<file path="src/rtl/soc_test_monitor.sv">
// -----------------------------------------------------------------------------
// soc_test_monitor
//
// On-chip self-test monitor. It snoops the data-memory write port of the SoC.
// After an i_start pulse it captures N_CHANNELS result words written to the
// window ADDR_RESULT..ADDR_RESULT+N_CHANNELS-1. It then waits for a non-zero
// write to ADDR_VALID and compares the captured words against the expected
// words latched at start. The test ends as pass, fail or timeout. Saturating
// pass/fail tallies drive the board LEDs.
//
// Ports:
//   i_clk, i_arst        clock, asynchronous active-high reset
//   i_start              one-cycle pulse arming a test (accepted in IDLE/DONE)
//   i_expected           expected words, channel k at [k*DATA_WIDTH +: DATA_WIDTH]
//   i_mem_we/addr/wdata  snooped data-memory write port
//   o_busy               high in RUN and CHECK
//   o_done               high in DONE until the next accepted start
//   o_pass, o_timeout    test outcome, valid while o_done
//   o_mismatch_mask      per-channel mismatch bits (all ones on timeout)
//   o_pass_cnt/fail_cnt  saturating tallies
//   o_leds               {pass_cnt[7:0], fail_cnt[7:0]}
// -----------------------------------------------------------------------------
module soc_test_monitor #(
   parameter int ADDR_WIDTH  = 10,
   parameter int DATA_WIDTH  = 32,
   parameter int N_CHANNELS  = 4,
   parameter int ADDR_VALID  = 320,
   parameter int ADDR_RESULT = 321,
   parameter int TIMEOUT     = 600,
   parameter int CNT_WIDTH   = 8
) (
   input  logic                            i_clk,
   input  logic                            i_arst,
   input  logic                            i_start,
   input  logic [N_CHANNELS*DATA_WIDTH-1:0] i_expected,
   input  logic                            i_mem_we,
   input  logic [ADDR_WIDTH-1:0]           i_mem_addr,
   input  logic [DATA_WIDTH-1:0]           i_mem_wdata,
   output logic                            o_busy,
   output logic                            o_done,
   output logic                            o_pass,
   output logic                            o_timeout,
   output logic [N_CHANNELS-1:0]           o_mismatch_mask,
   output logic [CNT_WIDTH-1:0]            o_pass_cnt,
   output logic [CNT_WIDTH-1:0]            o_fail_cnt,
   output logic [15:0]                     o_leds
);

   typedef enum logic [1:0] {S_IDLE, S_RUN, S_CHECK, S_DONE} state_t;

   // Timer counts TIMEOUT-1 down to 0, so it needs clog2(TIMEOUT) bits.
   localparam int TW = (TIMEOUT > 1) ? $clog2(TIMEOUT) : 1;
   localparam logic [TW-1:0] TIMER_LOAD = TW'(TIMEOUT - 1);
   localparam logic [CNT_WIDTH-1:0] CNT_MAX = {CNT_WIDTH{1'b1}};

   state_t                           state_q, state_d;
   logic [N_CHANNELS*DATA_WIDTH-1:0] exp_q, exp_d;
   logic [N_CHANNELS*DATA_WIDTH-1:0] cap_q, cap_d;
   logic [TW-1:0]                    timer_q, timer_d;
   logic                             done_q, done_d;
   logic                             pass_q, pass_d;
   logic                             timeout_q, timeout_d;
   logic [N_CHANNELS-1:0]            mask_q, mask_d;
   logic [CNT_WIDTH-1:0]             pass_cnt_q, pass_cnt_d;
   logic [CNT_WIDTH-1:0]             fail_cnt_q, fail_cnt_d;

   logic [N_CHANNELS-1:0]            cap_hit;
   logic [N_CHANNELS-1:0]            chan_diff;
   logic                             flag_wr;

   // Per-channel address decode and compare.
   for (genvar gi = 0; gi < N_CHANNELS; gi++) begin : g_chan
      assign cap_hit[gi]   = i_mem_we && (i_mem_addr == ADDR_WIDTH'(ADDR_RESULT + gi));
      assign chan_diff[gi] = cap_q[gi*DATA_WIDTH +: DATA_WIDTH] != exp_q[gi*DATA_WIDTH +: DATA_WIDTH];
   end

   // A zero flag write is a software "not yet" and must not end the test.
   assign flag_wr = i_mem_we && (i_mem_addr == ADDR_WIDTH'(ADDR_VALID)) && (|i_mem_wdata);

   always_comb begin
      state_d    = state_q;
      exp_d      = exp_q;
      cap_d      = cap_q;
      timer_d    = timer_q;
      done_d     = done_q;
      pass_d     = pass_q;
      timeout_d  = timeout_q;
      mask_d     = mask_q;
      pass_cnt_d = pass_cnt_q;
      fail_cnt_d = fail_cnt_q;

      case (state_q)
         S_IDLE, S_DONE: begin
            if (i_start) begin
               exp_d     = i_expected;
               cap_d     = '0;
               done_d    = 1'b0;
               pass_d    = 1'b0;
               timeout_d = 1'b0;
               mask_d    = '0;
               timer_d   = TIMER_LOAD;
               state_d   = S_RUN;
            end
         end
         S_RUN: begin
            for (int k = 0; k < N_CHANNELS; k++) begin
               if (cap_hit[k]) cap_d[k*DATA_WIDTH +: DATA_WIDTH] = i_mem_wdata;
            end
            // The flag takes priority over an expiring timer in the same cycle.
            if (flag_wr) begin
               state_d = S_CHECK;
            end else if (timer_q == '0) begin
               state_d   = S_DONE;
               done_d    = 1'b1;
               timeout_d = 1'b1;
               pass_d    = 1'b0;
               mask_d    = '1;
               if (fail_cnt_q != CNT_MAX) fail_cnt_d = fail_cnt_q + 1'b1;
            end else begin
               timer_d = timer_q - 1'b1;
            end
         end
         S_CHECK: begin
            mask_d  = chan_diff;
            pass_d  = (chan_diff == '0);
            done_d  = 1'b1;
            state_d = S_DONE;
            if (chan_diff == '0) begin
               if (pass_cnt_q != CNT_MAX) pass_cnt_d = pass_cnt_q + 1'b1;
            end else begin
               if (fail_cnt_q != CNT_MAX) fail_cnt_d = fail_cnt_q + 1'b1;
            end
         end
         default: state_d = S_IDLE;
      endcase
   end

   always_ff @(posedge i_clk or posedge i_arst) begin
      if (i_arst) begin
         state_q    <= S_IDLE;
         exp_q      <= '0;
         cap_q      <= '0;
         timer_q    <= '0;
         done_q     <= 1'b0;
         pass_q     <= 1'b0;
         timeout_q  <= 1'b0;
         mask_q     <= '0;
         pass_cnt_q <= '0;
         fail_cnt_q <= '0;
      end else begin
         state_q    <= state_d;
         exp_q      <= exp_d;
         cap_q      <= cap_d;
         timer_q    <= timer_d;
         done_q     <= done_d;
         pass_q     <= pass_d;
         timeout_q  <= timeout_d;
         mask_q     <= mask_d;
         pass_cnt_q <= pass_cnt_d;
         fail_cnt_q <= fail_cnt_d;
      end
   end

   assign o_busy          = (state_q == S_RUN) || (state_q == S_CHECK);
   assign o_done          = done_q;
   assign o_pass          = pass_q;
   assign o_timeout       = timeout_q;
   assign o_mismatch_mask = mask_q;
   assign o_pass_cnt      = pass_cnt_q;
   assign o_fail_cnt      = fail_cnt_q;
   assign o_leds          = {pass_cnt_q[7:0], fail_cnt_q[7:0]};

endmodule
</file>
<file path="config.mk">
export PLATFORM = sky130hd
export DESIGN_NAME = soc_test_monitor
export DESIGN_NICKNAME = d
export VERILOG_FILES = /design/src/rtl/soc_test_monitor.sv
export SDC_FILE = /design/constraint.sdc
export NUM_CORES = 1
export LEC_CHECK = 0
export ABC_AREA = 1
export CORE_MARGIN = 2
export CORE_UTILIZATION = 30
export DETAILED_ROUTE_END_ITERATION = 10
export GPL_ROUTABILITY_DRIVEN = 0
export HOLD_SLACK_MARGIN = 0.06
export PLACE_DENSITY = 0.53
export SLEW_MARGIN = 20
export SYNTH_ARGS = -nofsm -noshare
export SYNTH_HDL_FRONTEND = slang
export SYNTH_SLANG_ARGS = --single-unit
</file>
<file path="constraint.sdc">
create_clock -name i_clk -period 23.4 [get_ports i_clk]
set_input_delay 7.02 -clock i_clk [delete_from_list [all_inputs] [get_ports i_clk]]
set_output_delay 7.02 -clock i_clk [all_outputs]
set_load 0.02 [all_outputs]
</file>
==> summary.md <==
| Metric | Value |
|---|---|
| Status | `finished, final reports clean` |
| Number of antenna violations at the first check in global routing | `1` |
| Y dimension of the die | `218 um` |
| Final-report setup violation count | `0` |
| Avg Synthesized Cell Area | `8.09 um^2` |
| Power dissipated by switching net loads | `0.927 mW` |
| Ratio of final minimum period to clock period | `0.392` |
| Tmin final | `9.18 ns` |
| Clock transition at path regs | `0.05 ns` |
| Vias in the first global route | `10882` |
| Endpoint kind of the worst setup timing path | `flip-flop` |
| Clock Tree Buf Depth | `3` |
| Count of vias placed by the detailed router | `11144` |
| Relative contribution of combinational cells to total power | `0.396` |
| Final hold violation count | `0` |
| Resize count post-CTS | `0` |
| Leakage power summed over all cells | `8.16 nW` |
| Placed cell count | `2450` |
| Fin Clk Skew | `0.0122 ns` |
| Maximum number of pins on one net before global-route repair | `171` |
| Sinks on the clock net | `291` |
| Ports placed on the boundary | `214` |
| Flop pwr share | `0.365` |
| Hold-fix buffers, CTS | `0` |
| Remaining global-route overflow | `0` |
| Setup TNS after final layout | `0 ns` |
| Total die area | `47700 um^2` |
| Share of post-route cells with drive strength above 1 | `0.0430` |
| Setup repair after global routing missed its margin | `false` |
| Switching share of total power | `0.406` |
| Clock Root Buffer | `clkbuf_16` |
| Tot GR Track Use | `0.169` |
| Register bit count reported by yosys | `291` |
| Share of the yosys chip area belonging to registers | `0.528` |
| Fill count | `4640` |
| Gate count after technology mapping | `1706` |
| Highest-count cells in the layout ignoring fill and taps | `nand2_1 (727), dfrtp_1 (291), clkdlybuf4s50_1 (213)` |
| Crit Path Class | `in -> reg` |
| Number of flops mapped to enable cells by yosys | `0` |
| CP max FO | `91` |
| Wire length of the first global-routing pass | `61900 um` |
| Worst max-slew margin expressed relative to the limit | `0.322` |
| Total number of placement rows | `78` |
| Leading cell type in the layout, fill and taps excluded | `nand2_1` |
| Data arrival at the endpoint of the critical path | `9.54 ns` |
| Max-cap violations | `0` |
| Die width | `218 um` |
| Power density normalized to cell area | `130 nW/um^2` |
| Via-to-Cell Ratio | `4.44` |
| Peak clock frequency supported by timing | `109 MHz` |
| Worst slew pin tran | `1.02 ns` |
| Clock latency of the later-clocked register in the worst-skew pair | `0.53 ns` |
| Count of non-filler cells in the finished layout | `2511` |
| Proportion of register bits with asynchronous set or reset after synthesis | `1.00` |
| Crit path launch type | `primary input` |
| Routed wire per std cell | `15.9 um` |
| Number of pins exceeding their max-slew limit in the final report | `0` |
| Mapped cell area | `13800 um^2` |
| Number of warnings reported in the yosys synthesis log | `0` |
| Core Region | `45400 um^2` |
| Number of nets with antenna violations after detailed routing | `0` |
| Cell internal power dissipation | `1.36 mW` |
| Maximum vdd ir drop | `0.0765 mV` |
| Class of the most critical hold timing path | `reg -> reg` |
| Initial drt markers | `881` |
| H-Tree Level Count | `2` |
| DRC viols | `0` |
| CTS tree | `yes` |
| CP required | `23.76 ns` |
| Net count reported at finish | `2067` |
| Drt first pass iters | `5` |
| Total wirelength of the detailed-routed design | `39900 um` |
| Number of buffers created by CTS | `35` |
| Initial Utilization | `0.304` |
| Layout overhead on the synthesized area | `27.3%` |
| Final core utilization | `0.387` |
| Detail Placement HPWL | `28200 um` |
| Setup fix buffers added after clock tree synthesis | `0` |
| Dominant synthesized flop cell | `dfrtp_1` |
| Final-layout worst hold slack | `0.497 ns` |
| Synthesized net count | `1886` |
| Clock share of power | `0.239` |
| Post-synth cell types | `40` |
| Count of port buffers added during placement | `213` |
==> power groups by stage <==
stage | Combinational (mW) | Clock (mW) | Sequential (mW)
floorplan | 0.663 | 0 | 0.813
global placement | 0.898 | 0 | 0.835
detailed placement | 0.914 | 0 | 0.839
CTS | 0.921 | 0.562 | 0.833
global route | 1.04 | 0.582 | 0.857
finish | 0.904 | 0.546 | 0.832
==> cell usage after synthesis (2+ instances only) <==
| library cell | count | share of area |
|---|---|---|
| a21oi_1 | 7 | 0.0025 |
| and2_1 | 2 | 0.00091 |
| buf_1 | 6 | 0.0016 |
| buf_2 | 12 | 0.0044 |
| buf_4 | 17 | 0.0093 |
| clkbuf_1 | 41 | 0.011 |
| dfrtp_1 | 291 | 0.53 |
| ha_1 | 6 | 0.0054 |
| inv_1 | 119 | 0.032 |
| inv_2 | 2 | 0.00054 |
| nand2_1 | 728 | 0.20 |
| nand2_2 | 2 | 0.00091 |
| nand3_1 | 19 | 0.0069 |
| nand4_1 | 21 | 0.0095 |
| nor2_1 | 96 | 0.026 |
| nor2_2 | 5 | 0.0023 |
| nor3_1 | 5 | 0.0018 |
| o21ai_0 | 148 | 0.054 |
| o21ai_1 | 36 | 0.013 |
| o21ai_2 | 3 | 0.0019 |
| o31ai_1 | 2 | 0.0011 |
| xnor2_1 | 89 | 0.057 |
| xor2_1 | 32 | 0.020 |
==> flip-flops by register name, indices dropped and copies added (netlist names) <==
signal / count
o_mismatch_mask: 4
o_timeout: 1
o_fail_cnt: 8
exp_q: 128
o_pass: 1
o_done: 1
o_pass_cnt: 8
cap_q: 128
state_q: 2
timer_q: 10
==> critical path, stage by stage <==
cell and delay, ns:
clkdlybuf4s50_1 0.55, nand2_4 0.26, inv_4 0.58, buf_4 0.82, o21ai_0 0.19
==> worst paths after layout <==
| path | start | to | slack (ns) | depth (start not counted) |
|---|---|---|---|---|
| hold reg to reg | exp_q[28]$_DFFE_PP0P_ | exp_q[28]$_DFFE_PP0P_ | 0.50 | 2 |
| min in group asynchronous | i_arst | exp_q[86]$_DFFE_PP0P_ | 7.03 | 2 |
| setup reg to reg | state_q[1]$_DFFE_PP0P_ | exp_q[106]$_DFFE_PP0P_ | 20.42 | 5 |
| setup / recovery | i_start | exp_q[106]$_DFFE_PP0P_ | 14.22 | 5 |
| max in group asynchronous | i_arst | cap_q[14]$_DFFE_PP0P_ | 14.85 | 3 |
| hold / removal | exp_q[28]$_DFFE_PP0P_ | exp_q[28]$_DFFE_PP0P_ | 0.50 | 2 |
==> layer usage <==
metal,up-vias,track usage,part of all wire,routed length [um]
met1,5239,0.245,0.48,19200
li1,5636,-,-,-
met3,34,0.0277,0.055,2190
met5,-,0,0,0
met4,0,0.0433,0.014,562
met2,235,0.259,0.45,17900
==> cell type report <==
cell class                      count  area (um^2)  share of cell area
Clock buffer                       52         1060              0.0605
Clock inverter                      7         85.1             0.00485
Sequential cell                   291         7280               0.415
Timing Repair Buffer              221         2200               0.126
Inverter                          122          468              0.0267
Antenna cell                        2         5.00            0.000285
Multi-Input combinational cell   1216         5700               0.325
Tap cell                          600          751              0.0428
==> cell families (layout without fill, tap and decap cells) <==
kind of cell | Yosys count | count (layout) | synth area share
flops | 291 | 291 | 0.528
compound gates | 200 | 200 | 0.0750
buf+inv | 199 | 402 | 0.0604
fa+ha+maj | 6 | 6 | 0.00544
simple gates | 889 | 889 | 0.254
xor+xnor | 121 | 121 | 0.0768
other cells | 0 | 2 | 0
==> metrics by stage <==
step	setup slack (ns)	power [mW]	area (um^2)
4_1_cts	14.17	2.32	17600
2_1_floorplan	8.35	1.48	13800
6_report	14.22	2.28	17600
3_3_place_gp	13.69	1.73	16400
3_5_place_dp	13.61	1.75	16400
5_1_grt	13.96	2.48	17600
Note: power is estimated with default switching activity, not from simulation.
